## src/rtl/mdu_ctrl_pkg.sv

```systemverilog
// Shared CPU constants for the HI/LO issue controller:
// E-stage op codes, HI/LO unit type codes and controller states.
package mdu_ctrl_pkg;

    typedef enum logic [3:0] {
        OP_NONE  = 4'd0,
        OP_MULT  = 4'd1,
        OP_MULTU = 4'd2,
        OP_DIV   = 4'd3,
        OP_DIVU  = 4'd4,
        OP_MFHI  = 4'd5,
        OP_MFLO  = 4'd6,
        OP_MTHI  = 4'd7,
        OP_MTLO  = 4'd8
    } md_op_e;

    localparam logic [3:0] MDT_NONE = 4'b0000;
    localparam logic [3:0] MDT_MUL  = 4'b0001;
    localparam logic [3:0] MDT_DIV  = 4'b0010;

    typedef enum logic [1:0] {
        ST_IDLE = 2'd0,
        ST_MUL  = 2'd1,
        ST_DIV  = 2'd2
    } md_state_e;

    // Codes 9..15 are not HI/LO ops and behave as NONE.
    function automatic logic is_md_op(logic [3:0] op);
        return (op >= 4'd1) && (op <= 4'd8);
    endfunction

endpackage

```

## src/rtl/mdu_ctrl_if.sv

```systemverilog
// Pipeline <-> HI/LO controller signal bundle.
// master: pipeline side; slave: the controller.
interface mdu_ctrl_if;

    logic       req;
    logic [3:0] e_op;
    logic       d_uses_md;
    logic       md_start;
    logic [3:0] md_type;
    logic       md_unsigned;
    logic       md_write;
    logic       md_dst;
    logic       busy;
    logic       stall;
    logic       proto_err;

    modport master (
        output req, e_op, d_uses_md,
        input  md_start, md_type, md_unsigned, md_write,
        input  md_dst, busy, stall, proto_err
    );

    modport slave (
        input  req, e_op, d_uses_md,
        output md_start, md_type, md_unsigned, md_write,
        output md_dst, busy, stall, proto_err
    );

endinterface

```

## src/rtl/mdu_ctrl.sv

```systemverilog
// HI/LO issue controller: issues mul/div, tracks occupancy,
// stalls dependent D-stage ops and flags ops that hit E while busy.
module mdu_ctrl
    import mdu_ctrl_pkg::*;
#(
    parameter int unsigned MUL_CYCLES = 5,
    parameter int unsigned DIV_CYCLES = 10
) (
    input  logic       clk,
    input  logic       reset,
    mdu_ctrl_if.slave  md
);

    localparam logic [3:0] MUL_LAST = 4'(MUL_CYCLES - 1);
    localparam logic [3:0] DIV_LAST = 4'(DIV_CYCLES - 1);

    md_state_e  state_q, state_d;
    logic [3:0] cnt_q, cnt_d;
    logic       perr_q, perr_d;

    logic idle, is_mul, is_div, is_uns, is_mt, issue;

    assign idle   = (state_q == ST_IDLE);
    assign is_mul = (md.e_op == OP_MULT) || (md.e_op == OP_MULTU);
    assign is_div = (md.e_op == OP_DIV)  || (md.e_op == OP_DIVU);
    assign is_uns = (md.e_op == OP_MULTU) || (md.e_op == OP_DIVU);
    assign is_mt  = (md.e_op == OP_MTHI) || (md.e_op == OP_MTLO);
    assign issue  = idle && !md.req && (is_mul || is_div);

    always_comb begin
        state_d = state_q;
        cnt_d   = cnt_q;
        perr_d  = perr_q || (!idle && is_md_op(md.e_op));
        unique case (state_q)
            ST_IDLE: begin
                if (issue && is_mul) begin
                    state_d = ST_MUL;
                    cnt_d   = MUL_LAST;
                end else if (issue) begin
                    state_d = ST_DIV;
                    cnt_d   = DIV_LAST;
                end
            end
            ST_MUL, ST_DIV: begin
                // cnt==0 marks the last busy cycle
                if (cnt_q == 4'd0) state_d = ST_IDLE;
                else               cnt_d   = cnt_q - 4'd1;
            end
            default: begin
                state_d = ST_IDLE;
                cnt_d   = 4'd0;
            end
        endcase
    end

    always_ff @(posedge clk) begin
        if (reset) begin
            state_q <= ST_IDLE;
            cnt_q   <= 4'd0;
            perr_q  <= 1'b0;
        end else begin
            state_q <= state_d;
            cnt_q   <= cnt_d;
            perr_q  <= perr_d;
        end
    end

    always_comb begin
        md.md_type = MDT_NONE;
        unique case (1'b1)
            issue && is_mul: md.md_type = MDT_MUL;
            issue && is_div: md.md_type = MDT_DIV;
            default:         md.md_type = MDT_NONE;
        endcase
    end

    assign md.md_start    = issue;
    assign md.md_unsigned = issue && is_uns;
    assign md.md_write    = idle && !md.req && is_mt;
    assign md.md_dst      = (md.e_op == OP_MFHI) || (md.e_op == OP_MTHI);
    assign md.busy        = !idle;
    assign md.stall       = md.d_uses_md && (!idle || issue);
    assign md.proto_err   = perr_q;

endmodule
```

## src/flat_wrapper.sv

```systemverilog
// flat-port wrapper written by rule: the top's interface ports become plain ports
module mdu_ctrl_flat import mdu_ctrl_pkg::*;
#(
    parameter int unsigned MUL_CYCLES = 5,
    parameter int unsigned DIV_CYCLES = 10
)
  (clk, reset, md_req, md_e_op, md_d_uses_md, md_md_start, md_md_type, md_md_unsigned, md_md_write, md_md_dst, md_busy, md_stall, md_proto_err);
  mdu_ctrl_if md_i ();
  input  logic clk;
  input  logic reset;
  input wire logic [$bits(md_i.req)-1:0] md_req;
  input wire logic [$bits(md_i.e_op)-1:0] md_e_op;
  input wire logic [$bits(md_i.d_uses_md)-1:0] md_d_uses_md;
  output wire logic [$bits(md_i.md_start)-1:0] md_md_start;
  output wire logic [$bits(md_i.md_type)-1:0] md_md_type;
  output wire logic [$bits(md_i.md_unsigned)-1:0] md_md_unsigned;
  output wire logic [$bits(md_i.md_write)-1:0] md_md_write;
  output wire logic [$bits(md_i.md_dst)-1:0] md_md_dst;
  output wire logic [$bits(md_i.busy)-1:0] md_busy;
  output wire logic [$bits(md_i.stall)-1:0] md_stall;
  output wire logic [$bits(md_i.proto_err)-1:0] md_proto_err;
  assign md_i.req = md_req;
  assign md_i.e_op = md_e_op;
  assign md_i.d_uses_md = md_d_uses_md;
  assign md_md_start = md_i.md_start;
  assign md_md_type = md_i.md_type;
  assign md_md_unsigned = md_i.md_unsigned;
  assign md_md_write = md_i.md_write;
  assign md_md_dst = md_i.md_dst;
  assign md_busy = md_i.busy;
  assign md_stall = md_i.stall;
  assign md_proto_err = md_i.proto_err;
  mdu_ctrl #(.MUL_CYCLES(MUL_CYCLES), .DIV_CYCLES(DIV_CYCLES)) u_core (.clk(clk), .reset(reset), .md(md_i));
endmodule
```

## config.mk

```make
export PLATFORM = sky130hd
export DESIGN_NAME = mdu_ctrl_flat
export DESIGN_NICKNAME = d
export VERILOG_FILES = /design/src/rtl/mdu_ctrl_pkg.sv /design/src/rtl/mdu_ctrl_if.sv /design/src/rtl/mdu_ctrl.sv /design/src/flat_wrapper.sv
export SDC_FILE = /design/constraint.sdc
export NUM_CORES = 1
export LEC_CHECK = 0
export BUFFER_PORTS_ARGS = -buffer_cell sky130_fd_sc_hd__buf_2
export CORE_AREA = 2 2 39 41
export DETAILED_ROUTE_END_ITERATION = 10
export DIE_AREA = 0 0 41 43
export GPL_ROUTABILITY_DRIVEN = 0
export PLACE_DENSITY = 0.72
export SKIP_CTS_REPAIR_TIMING = 1
export SYNTH_ARGS = -nofsm -noshare
export SYNTH_HDL_FRONTEND = slang
export SYNTH_SLANG_ARGS = --single-unit
```

## constraint.sdc

```tcl
create_clock -name clk -period 2.1 [get_ports clk]
set_input_delay 0.42 -clock clk [delete_from_list [all_inputs] [get_ports clk]]
set_output_delay 0.42 -clock clk [all_outputs]
set_load 0.02 [all_outputs]
```

Word level (Yosys, flattened, before mapping)
Cells that the tools add are included.
W data, S select, Z words.
{"block": "totals", "output_inout_bits": 11, "inputBits": 8, "reg_bits": 7}
{"block": "op_classes", "n_lt_le_gt_ge": 2, "n_reduce_logical": 24, "mux": 9, "addsub": 1, "eq_ne": 12}
{"op": "$eq A4 B3 Y1 const B", "count": 3}
{"op": "$mux W4", "count": 3}
{"op": "$logic_and A1 B1 Y1", "count": 9}
{"op": "$eq A4 B2 Y1 const B", "count": 2}
{"op": "$logic_or A1 B1 Y1", "count": 8}
{"op": "$pmux W2 S2", "count": 2}
{"op": "$pmux W4 S2", "count": 1}
{"op": "$mux W2", "count": 3}
{"op": "$eq A4 B1 Y1 const B", "count": 1}
{"op": "$eq A4 B4 Y1 const B", "count": 1}
{"op": "$ge A4 B1 Y1 const B", "count": 1}
{"op": "$le A4 B4 Y1 const B", "count": 1}
{"op": "$logic_not A4 Y1", "count": 1}
{"op": "$reduce_and A2 Y1", "count": 2}
{"op": "$sub A4 B1 Y4 const B", "count": 1}
{"op": "$ne A3 B3 Y1 const B", "count": 1}
{"op": "$eq A2 B1 Y1 const B", "count": 1}
{"op": "$eq A2 B2 Y1 const B", "count": 1}
{"op": "$logic_not A1 Y1", "count": 2}
{"op": "$logic_not A2 Y1", "count": 1}
{"op": "$ne A2 B1 Y1 const B", "count": 1}
{"op": "$ne A2 B2 Y1 const B", "count": 1}
{"op": "$reduce_or A2 Y1", "count": 1}

Longest topological paths before layout
{"block": "logic_depth", "ltp_word": 7, "depth_mapped": 6, "ltp_nobuf": 6}

Worst setup path before layout
OpenSTA, ideal clock, no wires.
{"block": "synth_path", "kind": "input to output", "start": "in md_e_op[3]", "end": "out md_md_start", "path_stages": 4, "t_arrival_ns": 1.973, "n_path_buf": 1, "t_required_ns": 1.680, "setup_slack_ns": -0.293, "path_cell_list": "buf_2 > or3b_2 > nor3_1 > or2_2"}
{"block": "synth_between", "elab_chain_cells": 4, "word_cells_on_any_way": 8}
{"element": "from (decl)", "line": "flat_wrapper.sv:12", "source": "input wire logic [$bits(md_i.e_op)-1:0] md_e_op;"}
{"element": "$eq A4 B1 Y1, or another cell as far along", "line": "mdu_ctrl.sv:24", "source": "assign is_mul = (md.e_op == OP_MULT) || (md.e_op == OP_MULTU);"}
{"element": "$logic_or A1 B1 Y1, on equally long branches", "line": "mdu_ctrl.sv:24, mdu_ctrl.sv:25"}
{"element": "$logic_or A1 B1 Y1 (*)", "line": "mdu_ctrl.sv:28", "source": "assign issue = idle && !md.req && (is_mul || is_div);"}
{"element": "$logic_and A1 B1 Y1 (*)", "line": "mdu_ctrl.sv:28"}
{"element": "to (decl)", "line": "flat_wrapper.sv:14", "source": "output wire logic [$bits(md_i.md_start)-1:0] md_md_start;"}
Mark *: on every way between the ends. The rest lies on a longest branch, timed or not.

Worst setup path after layout
{"block": "layout_path", "start": "reg u_core.state_q[0]", "end": "out md_md_start"}
{"block": "layout_between", "elab_chain_cells": 3}
{"element": "from (decl)", "line": "mdu_ctrl.sv:17", "source": "md_state_e state_q, state_d;"}
{"element": "from (signal assigned)", "line": "mdu_ctrl.sv:62", "source": "state_q <= state_d;"}
{"element": "$logic_not A2 Y1", "line": "mdu_ctrl.sv:23", "source": "assign idle = (state_q == ST_IDLE);"}
{"element": "$logic_and A1 B1 Y1 (2 in a row)", "line": "mdu_ctrl.sv:28"}
No other way between the ends.

==> results.tsv <==
stage	metric	value	unit
power_and_ir_drop	Leak Pwr	0.334	nW
yosys	flop and latch count out of synthesis	7	
grt	vias in the first global route	523	
floorplanning	row cnt	14	
setup_path	Crit path depth	6	
setup_path	Setup CP Type	register to output pin	
detailed_routing	drt total wl	1.28	mm
clock_network	H-tree levels	1	
setup_path	buffers and inverters on the worst path	2	
setup_path	CP Max Fanout	4	
setup_path	slowest cell on the critical path	or3b_4	
timing	crit path time final	2.01	ns
power_and_ir_drop	power per cell area	878	nW/µm²
timing	Setup violations, final	0	
setup_path	crit-path leading delay family	simple AND/OR/NAND/NOR gates	
worst_hold_path	WHS Path Cells	2	
power_and_ir_drop	VDD IR-drop max	0.000543	V
timing	worst slew pin tran	0.510	ns
grt	largest net degree at the start of global routing	9	
finish	filler cell count	146	
finish	share of cells above drive strength 1	0.299	
yosys	synth unique cells	33	
timing	clk_skew	0.00430	ns
detailed_routing	DR vias/cell	5.35	
detailed_routing	antenna-violating nets left	0	
timing	final worst-path cycle share	0.959	
clock_network	Root Buffer	clkbuf_4	
floorplanning	I/O pin cnt	19	
setup_path	CP Launch Type	register	
power_and_ir_drop	Final Power	0.000649	W
place	final HPWL from detailed placement	1.03	mm
detailed_routing	via count	605	
setup_path	Setup crit end kind	output pin	
worst_hold_path	Hold Crit Class	input port to register	
yosys	register area share after synthesis	0.236	
grt	initial antenna violation count	0	
yosys	Mapped Avg Cell Area	7.72	µm²
clock_network	TritonCTS clock tree	built	
yosys	area share of the largest cell type after synthesis	0.236	
floorplanning	die height	43	µm
clock_network	TritonCTS buffer count	3	
grt	total track usage	0.157	
clock_network	clock-pin slew on the worst setup and hold paths	0.05	ns
floorplanning	starting density of the core	0.429	
finish	Antenna Cells	0	
yosys	Post-Syn Area	594	µm²
detailed_routing	Avg WL per Cell	11.3	µm
floorplanning	die area	1760	µm²
yosys	EDFF count, synth	0	
setup_path	Worst EP arrival	1.59	ns
detailed_routing	DR iter-0 viols	9	
setup_path	Data required, critical path	1.68	ns
setup_path	worst path cell trace	inv_1 -> ha_1 -> or3b_4 -> nor3_4 -> or2_2 -> buf_4	
grt	GRT overflow	0	
detailed_routing	DR DRC count	0	
detailed_routing	total iterations of the first detailed-routing run	3	
clock_network	Clock Latency Late Sink	0.25	ns
place	Placement Cell Area	699	µm²
yosys	ys async rst share	0	
yosys	leading area contributor after synthesis	dfxtp_1	
place	number of buffers added on ports	16	
yosys	Warnings, synthesis	0	
clock_network	clk sinks	7	
finish	Area Growth Syn to Fin	24.4	%
grt	first-pass GRT wire length	1.93	mm
finish	FF/Latch Area	141	µm²
timing	Hold Fails Final Rpt	0	
job	max-cap check violation count	0	
yosys	ys flop type	dfxtp_1	
finish	# nets final	110	
finish	fin area	739	µm²
timing	Rel. slew slack	0.655	
floorplanning	Core Region	1380	µm²
clock_network	Bufs on Longest Clock Path	2	
yosys	Syn Inst Count	77	
timing	maximum clock frequency	497	MHz
setup_path	Critical Path Max Stage Delay	0.41	ns
setup_path	r2r worst-path depth	6	
finish	Multi-input gate area	405	µm²
floorplanning	Die W	41	µm
status	run status	finished, final reports clean	
yosys	dominant cells by area after synthesis	dfxtp_1, ha_1, a21oi_1	
timing	Pins Over Slew Limit	0	
[layer usage]
layer	wire length, µm	track usage	part of all wire	up-vias
met4	19	0.0800	0.015	0
met1	574	0.172	0.45	274
met2	624	0.266	0.49	17
li1	-	-	-	312
met5	0	0	0	-
met3	60	0.0314	0.047	2
[sequential cells by signal, summed over array words and instances (netlist names)]
register	cells
u_core.state_q	2
u_core.cnt_q	4
u_core.md.proto_err	1
[cell type report]
| type | count | area share |
|---|---|---|
| Sequential cell | 7 | 0.191 |
| Timing Repair Buffer | 21 | 0.162 |
| Clock buffer | 4 | 0.0355 |
| Inverter | 7 | 0.0355 |
| Multi-Input combinational cell | 58 | 0.548 |
| Tap cell | 16 | 0.0271 |
[worst paths after layout]
kind,startpoint,endpoint,slack (ns)
max,u_core.state_q[0]$_SDFFE_PP0P_,md_md_start,0.09
min,reset,u_core.state_q[0]$_SDFFE_PP0P_,0.43
max reg2reg,u_core.state_q[1]$_SDFFE_PP0P_,u_core.cnt_q[0]$_SDFFE_PP0P_,0.38
min reg2reg,u_core.md.proto_err$_SDFF_PP0_,u_core.md.proto_err$_SDFF_PP0_,0.46
[through the flow]
step / setup TNS (ns) / hold slack [ns] / utilization / cells / setup slack (ns)
detailed placement: 0 / 0.453 / 0.505 / 108 / 0.108
floorplan: 0 / 0.455 / - / 78 / 0.0459
CTS: -0.232 / 0.422 / 0.524 / 112 / -0.156
global placement: 0 / 0.445 / 0.505 / 108 / 0.126
finish: 0 / 0.429 / 0.534 / 113 / 0.0869
global route: -0.00551 / 0.428 / 0.534 / 113 / -0.00551
[where the power goes]
group	internal, W	switching [W]	total, W
logic	0.000157	0.000182	0.000339
registers	0.000162	0.0000284	0.000190
clock network	0.0000724	0.0000475	0.000120
[layout by cell type, fill, tap and decap left out]
cell	instances
a211oi_1	1
nor2b_1	1
o41ai_1	1
a21oi_2	1
o2111ai_1	1
nand2b_1	2
a21boi_0	1
xnor2_1	3
dfxtp_1	6
nor3_1	3
buf_2	15
dfxtp_2	1
o31ai_1	1
and3b_1	1
clkbuf_1	1
and2_1	1
nor4bb_1	1
or2_2	1
o211ai_1	2
ha_1	4
or4_1	2
a21oi_1	7
o21ai_0	3
clkbuf_4	3
buf_4	6
nand2_1	5
a22oi_1	1
o41a_1	2
inv_1	7
nor2_1	5
nor3b_1	1
o21a_1	1
conb_1	2
mux2i_1	1
nand3b_1	1
or3b_4	1
nor3_4	1
[worst register-to-register path: cells and delay by family (launching register included)]
kind | cells | cell delay [ns]
simple gates | 2 | 0.63
compound gates | 2 | 0.21
fa+ha+maj | 1 | 0.37
buf+inv | 1 | 0.05
flops | 1 | 0.34
[Yosys cell counts (2+ instances only)]
library cell / count
o211ai_1: 2
xnor2_1: 3
inv_1: 7
nor2_1: 5
nand2_1: 5
o21ai_0: 3
ha_1: 4
a21oi_1: 8
o41a_1: 2
or4_1: 2
dfxtp_1: 7
nor3_1: 4
nand2b_1: 2
buf_2: 2
buf_4: 3
[kinds of logic (layout without fill, tap and decap cells)]
logic type,after synthesis,after routing,share of synthesized area
fa+ha+maj,4,4,0.0842
simple gates,26,26,0.246
buf+inv,13,32,0.118
compound gates,22,22,0.248
flops,7,7,0.236
mux,1,1,0.0168
xor+xnor,3,3,0.0442
other cells,1,2,0.00631
(Power assumes the default switching activity.)
